### src/rtl/student_block.sv
// Per-pixel video stream processor: bypass, binarize, invert or horizontal gradient,
// selected per field, with one registered output strobe per accepted pixel.
module student_block #(
  parameter logic [7:0] THRESHOLD = 8'd128,
  parameter int         DATA_W    = 8,
  parameter int         ADDR_W    = 20
) (
  input  logic              clk,
  input  logic              rst_n,
  input  logic [1:0]        mode,
  input  logic              video_frame_valid,
  input  logic              video_line_valid,
  input  logic              video_data_valid,
  input  logic [DATA_W-1:0] video_data_in,
  input  logic [ADDR_W-1:0] video_address,
  output logic              video_data_ready,
  output logic [DATA_W-1:0] video_data_out
);

  typedef enum logic [1:0] {
    MODE_BYPASS   = 2'b00,
    MODE_BINARIZE = 2'b01,
    MODE_INVERT   = 2'b10,
    MODE_GRADIENT = 2'b11
  } mode_t;

  // Handshake: a pixel is taken on any rising edge where data_valid, line_valid and
  // frame_valid are all high; video_data_ready is high for exactly the following
  // cycle with video_data_out valid. There is no backpressure and no buffering.

  logic              frame_valid_q;
  mode_t             mode_r;
  logic [DATA_W-1:0] prev_pixel;

  logic              frame_rise;
  logic              acc;
  logic              line_start;
  mode_t             mode_eff;
  logic [DATA_W-1:0] q_eff;
  logic [DATA_W:0]   diff;
  logic [DATA_W-1:0] grad;
  logic [DATA_W-1:0] result;

  assign frame_rise = video_frame_valid & ~frame_valid_q;
  assign acc        = video_data_valid & video_line_valid & video_frame_valid;
  assign line_start = (video_address[9:0] == 10'd0);

  // A pixel arriving on the very edge where the field opens already uses the new mode.
  assign mode_eff = frame_rise ? mode_t'(mode) : mode_r;

  assign q_eff = line_start ? video_data_in : prev_pixel;
  assign diff  = {1'b0, video_data_in} - {1'b0, q_eff};
  assign grad  = diff[DATA_W] ? DATA_W'(-diff) : diff[DATA_W-1:0];

  always_comb begin
    result = video_data_in;
    unique case (mode_eff)
      MODE_BYPASS:   result = video_data_in;
      MODE_BINARIZE: result = (video_data_in >= THRESHOLD) ? {DATA_W{1'b1}} : {DATA_W{1'b0}};
      MODE_INVERT:   result = {DATA_W{1'b1}} - video_data_in;
      MODE_GRADIENT: result = grad;
      default:       result = video_data_in;
    endcase
  end

  always_ff @(posedge clk or negedge rst_n) begin
    if (!rst_n) begin
      frame_valid_q <= 1'b0;
      mode_r        <= MODE_BINARIZE;
    end else begin
      frame_valid_q <= video_frame_valid;
      if (frame_rise) begin
        mode_r <= mode_t'(mode);
      end
    end
  end

  always_ff @(posedge clk or negedge rst_n) begin
    if (!rst_n) begin
      prev_pixel       <= '0;
      video_data_ready <= 1'b0;
      video_data_out   <= '0;
    end else begin
      video_data_ready <= acc;
      if (acc) begin
        prev_pixel     <= video_data_in;
        video_data_out <= result;
      end
    end
  end

endmodule

### config.mk
export PLATFORM = sky130hd
export DESIGN_NAME = student_block
export DESIGN_NICKNAME = d
export VERILOG_FILES = /design/src/rtl/student_block.sv
export SDC_FILE = /design/constraint.sdc
export NUM_CORES = 1
export LEC_CHECK = 0
export CAP_MARGIN = 20
export CORE_MARGIN = 3
export CORE_UTILIZATION = 47
export CTS_BUF_LIST = sky130_fd_sc_hd__clkbuf_8 sky130_fd_sc_hd__clkbuf_16
export DETAILED_ROUTE_END_ITERATION = 8
export GPL_TIMING_DRIVEN = 0
export PLACE_DENSITY = 0.83
export RECOVER_POWER = 25
export SLEW_MARGIN = 0
export SYNTH_ARGS = -nofsm -noshare
export SYNTH_HDL_FRONTEND = slang
export SYNTH_SLANG_ARGS = --single-unit
### constraint.sdc
create_clock -name clk -period 2.85 [get_ports clk]
set_input_delay 0.57 -clock clk [delete_from_list [all_inputs] [get_ports clk]]
set_output_delay 0.57 -clock clk [all_outputs]
set_load 0.01 [all_outputs]
==> flow_summary.ini, run 1 <==
[routing]
wl_per_cell_um = 17.3
drt-initial-drc-count = 77
dr.pass1.iters = 5
postRouteWirelength_mm = 4.12
drcViolationCount = 0
avgViaCountPerCell = 5.95
ant_nets = 0
via_count = 1422

[clock_tree]
insertion_delay_ns = 0.27
clock-root-buffer = clkbuf_8
clk_path_buf_depth = 2
cts.clk_slew.worst_paths_ns = 0.08
numCtsBuffers = 3
clock-sinks = 20
cts_hold_buf = 0
tritoncts = built
h-tree-depth = 1

[power]
power.density_mw_per_mm2 = 641
ir_drop_mv = 0.513
total_power_mw = 1.37
total_leakage_power_nw = 0.944

[global_routing]
grt_overflow_total = 0
antenna_found_initial = 0
track_usage_pct = 21.2
grt_pass1_vias = 1300
grt_first_pass_wirelength_mm = 5.79
grt_start_max_net_pins = 21

[yosys]
syn_area_per_cell_um2 = 9.80
synth_most_common_cell = dfrtp_1
synth.distinct_cells = 38
yosys-top-cells-area = dfrtp_1 (32%), ha_1 (7.7%), mux2_2 (6.9%), mux2i_1 (5.4%), o221ai_1 (4.8%)
netlist_instances = 150
synth_top_area_share_pct = 32.3
syn_nets = 195
async_flop_share_pct = 100
yosysWarnings = 0
ys_top_cells_by_count = dfrtp_1 (19), nand2_1 (13), nor2_1 (12)
ys.flop_type = dfrtp_1
synth_area_mm2 = 0.00147
synth_seq_cells = 20
yosysTopAreaCell = dfrtp_1
ys_seq_area_share_pct = 34.1
synth_edf_count = 0

[floorplan]
start_util_pct = 51.1
dieArea_mm2 = 0.00384
io_pins = 44
fp.dieW_um = 61.9
num_rows = 19
die_y_um = 61.9
core_mm2 = 0.00288

[critical_path]
crit_path_max_incr_delay_ns = 0.35
crit_buf_inv = 2
cp_cell_sequence = buf_6 > nor4_4 > nand3_4 > o21ai_2 > ha_2 > inv_2 > fa_2 > a21o_1 > a221oi_4 > o21ai_4 > nor2b_2 > xnor2_1 > o221ai_1 > a22o_1
crit_type = in2reg
cp_slowest_cell = a221oi_4
critical_path_required_ns = 2.99
cp-start-kind = input port
end_kind = register
critPathTopFamily = compound AO/OA/AOI/OAI gates
cp_max_fo = 3
arrival_ns = 3.22

[timing]
tightestPinTransition_ns = 0.870
tns_ns = -1.32
rsz0062_at_grt = yes
slew_headroom_pct = 41.8
slew_violations = 0
layout_worst_path_cycle_share_pct = 108
timing.fmax_ghz = 0.325
finalClockSkew_ns = 0.0117
layout_min_cycle_time_ns = 3.07
final_hold_viol_count = 0
setup_slack_ns = -0.225
setup_viol = 7

[placement]
dp_slack_ns = -1.00
portBuffers = 33
dp_hpwl_mm = 2.71
place.gp.congestion = 0.842

[outcome]
failed_checks = setup timing
outcome = complete, but fails checks

[final_layout]
nets = 243
drive_above_1_share_pct = 29.9
antenna_cells = 0
synthToLayoutAreaGrowth_pct = 45.5

[worst_hold_path]
hp-class = reg2reg

[run]
maxCapViolCount = 0
## final cells by class
cell class | count | area (um^2)
buffer | 4 | 17.5
timing repair buffer | 43 | 424
multi-input combinational | 121 | 1080
sequential | 20 | 502
tap | 42 | 52.6
fill | 188 | 737
inverter | 5 | 18.8
clock buffer | 3 | 41.3
clock inverter | 1 | 3.75
## per-layer routing
metal | track usage, % | wire length, um
met3 | 4.75 | 305
met5 | 0 | 0
met1 | 25.7 | 1600
met4 | 7.88 | 89
met2 | 36.6 | 2130
## what timing repair did
item	4_1_cts	5_1_grt
gates resized for setup	46	10
buffers inserted	9	1
pin swaps	17	15
setup endpoints to repair	7	7
endpoints found under the hold margin	0	0
## stage by stage
| stage | hold WS (ns) | utilization [%] | area, um^2 | std cells |
|---|---|---|---|---|
| 3_5_place_dp | 0.476 | 66.2 | 1900 | 225 |
| 5_1_grt | 0.521 | 74.4 | 2140 | 239 |
| 3_3_place_gp | 0.467 | 66.2 | 1900 | 225 |
| 4_1_cts | 0.496 | 71.9 | 2070 | 238 |
| 2_1_floorplan | 0.274 | - | 1520 | 150 |
| 6_report | 0.497 | 74.4 | 2140 | 239 |
## sequential cells by signal, indices dropped and copies added, names as in the netlist
signal,count
frame_valid_q,1
video_data_out,8
video_data_ready,1
mode_r,2
prev_pixel,8
## tightest hold or removal path, cell delays in order, from the launching register on
cell and delay, ns:
dfrtp_1 0.36, nand2_1 0.05, o21ai_0 0.06
## where the power goes
part / internal [mW] / leakage, nW / switching (mW) / total, mW
registers: 0.347 / 0.242 / 0.0334 / 0.381
clock network: 0.0961 / 0.0269 / 0.0936 / 0.190
logic: 0.402 / 0.675 / 0.398 / 0.800
## placed cells by master (no fill, tap or decap), types with 3 or more instances in the layout
cell type,count
a21o_1,3
clkbuf_8,3
inv_1,4
mux2_2,9
o21ai_1,3
clkdlybuf4s50_1,20
xnor2_2,3
a31oi_1,3
ha_1,8
nand2b_1,3
buf_4,5
dfrtp_1,19
nor3_1,4
buf_2,4
dlygate4sd2_1,3
nor2_1,9
o221ai_1,8
xnor2_1,3
buf_6,8
mux2i_1,7
xor2_1,5
nand2_1,13
a21oi_1,5
## kinds of logic after synthesis
logic type               synth area share, %
buffers and inverters                   2.47
multiplexers                            13.3
adder cells (fa/ha/maj)                 9.02
AND/OR/NAND/NOR                         14.1
flip-flops                              34.1
AO/OA/AOI/OAI                           19.2
XOR/XNOR                                7.74
## path summary, 6_finish.rpt
check,from,end,slack (ns),depth (start not counted)
worst min register to register,prev_pixel[0]$_DFFE_PN0P_,prev_pixel[0]$_DFFE_PN0P_,0.50,2
max in group asynchronous,rst_n,prev_pixel[4]$_DFFE_PN0P_,1.44,1
min in group asynchronous,rst_n,prev_pixel[2]$_DFFE_PN0P_,0.86,1
worst min-delay path,prev_pixel[0]$_DFFE_PN0P_,prev_pixel[0]$_DFFE_PN0P_,0.50,2
worst max register to register,prev_pixel[0]$_DFFE_PN0P_,video_data_out[3]$_DFFE_PN0P_,0.31,12
worst max-delay path,video_address[2],video_data_out[3]$_DFFE_PN0P_,-0.22,14
Power figures use the tool's default switching activity.
==> run 2, diff against run 1 <==
==> constraint.sdc (replaced) <==
create_clock -name clk -period 2.85 [get_ports clk]
set_input_delay 0.57 -clock clk [delete_from_list [all_inputs] [get_ports clk]]
set_output_delay 0.57 -clock clk [all_outputs]
set_load 0.05 [all_outputs]
==> results of run 2 <==
Same layout as run 1 (identical final DEF). Status: complete, but fails checks: setup timing.
Main changes from that run: total power 1.37 mW -> 1.48 mW; worst IR drop on VDD 0.513 mV -> 0.522 mV
==> RTL change: new RTL, config.mk and constraints of run 1 <==
Add an input register stage for `mode`; this delays it by one clock. The other inputs are not delayed to match.
--- a/src/rtl/student_block.sv
+++ b/src/rtl/student_block.sv
@@ -24,6 +24,12 @@
     MODE_GRADIENT = 2'b11
   } mode_t;
 
+  logic [1:0] mode_q;
+
+  always_ff @(posedge clk) begin
+    mode_q <= mode;
+  end
+
   // Handshake: a pixel is taken on any rising edge where data_valid, line_valid and
   // frame_valid are all high; video_data_ready is high for exactly the following
   // cycle with video_data_out valid. There is no backpressure and no buffering.
@@ -46,7 +52,7 @@
   assign line_start = (video_address[9:0] == 10'd0);
 
   // A pixel arriving on the very edge where the field opens already uses the new mode.
-  assign mode_eff = frame_rise ? mode_t'(mode) : mode_r;
+  assign mode_eff = frame_rise ? mode_t'(mode_q) : mode_r;
 
   assign q_eff = line_start ? video_data_in : prev_pixel;
   assign diff  = {1'b0, video_data_in} - {1'b0, q_eff};
@@ -70,7 +76,7 @@
     end else begin
       frame_valid_q <= video_frame_valid;
       if (frame_rise) begin
-        mode_r <= mode_t'(mode);
+        mode_r <= mode_t'(mode_q);
       end
     end
   end
Function: changed (Yosys sat finds a counterexample within 4 cycles, from zero or initial values and one cycle with rst_n low).
==> RTL change against run 1 <==
  * The run still ends with setup timing left
  * Synthesized area rose by 8.6%
  * Critical path depth grew 4
  * Clock skew down 5.3 ps
  * Total power is 3.6% higher
  * Utilization increased by 0.14 points
  * Sequential cell count rose by 2
  * Setup slack worse by 110 ps
  * Clock power up 58%
  * Count of clock-buffer cells in the layout stayed put
  * Final area is 9.8% higher
  * Worst hold slack worse by 15 ps
  * Global-route usage is 1.1 points higher
  * Wire length increased by 10%
  * Combinational power decreased by 9.9%
  * Critical path type unchanged
  * Largest cell class unchanged
  * Highest routed layer unchanged
==> RTL change: results <==
{
  "run_status": "finished with violations",
  "violations_in_the_final_reports": "setup timing",
  "finalSetupViolCount": 7,
  "nFillCells": 230,
  "hold_ws_ps": 482,
  "route.met2.wl_um": 2290,
  "final_routed_wirelength_um": 4560,
  "dp.final_hpwl_um": 2930,
  "drtIter0Drc": 70,
  "drt_pre_antenna_iters": 4,
  "r2r_endpoint": "video_data_out[6]",
  "crit_path_start": "video_address[6]",
  "async_reset_ff_frac": 0.909,
  "worst_hold_path.endpoint": "prev_pixel[4]",
  "slowest_stage": "fa_2",
  "ff2ff_path_depth": 13,
  "dp_worst_setup_slack_ps": -1070,
  "met1_routing_resource_usage_after_global_routing": 0.271,
  "synth-adder-area-share": 0.0831,
  "gr-usage-all-layers": 0.223,
  "synth_area_per_cell_sq_um": 8.58,
  "critPathArrivalTime_ps": 3400,
  "finish.net_count": 286,
  "portion_of_the_post_synthesis_area_used_by_sequential_elements": 0.339,
  "place_inst": 263,
  "dr_wl_met3_um": 270,
  "grt_pass1_wl_um": 7290,
  "post-route-worst-setup-slack_ps": -335,
  "largest_cells_by_area_after_synthesis": "dfrtp_1, nand2_1, mux2i_1",
  "timing.hold.worst.start": "prev_pixel[4]"
}
[RTL change: cell type report]
| type | count | area [sq um] | share of cell area |
|---|---|---|---|
| plain buffers | 4 | 18.8 | 0.00799 |
| clock buffers | 3 | 41.3 | 0.0176 |
| flip-flops and latches | 22 | 542 | 0.231 |
| multi-input cells | 153 | 1170 | 0.499 |
| inverters | 7 | 26.3 | 0.0112 |
| well taps | 44 | 55.1 | 0.0234 |
| clock inverters | 1 | 30.0 | 0.0128 |
| repair buffers | 50 | 463 | 0.197 |
[RTL change: power breakdown]
part	switching [mW]	total [mW]	internal [mW]
clock	0.112	0.300	0.188
combinational	0.360	0.721	0.360
sequential	0.0316	0.400	0.368
total	0.504	1.42	0.916
[RTL change: worst max-delay path: cells and delay by family]
| kind | cells | cell delay, ps |
|---|---|---|
| AO/OA/AOI/OAI | 6 | 890 |
| adder cells (fa/ha/maj) | 2 | 580 |
| buffers and inverters | 5 | 650 |
| AND/OR/NAND/NOR | 5 | 700 |
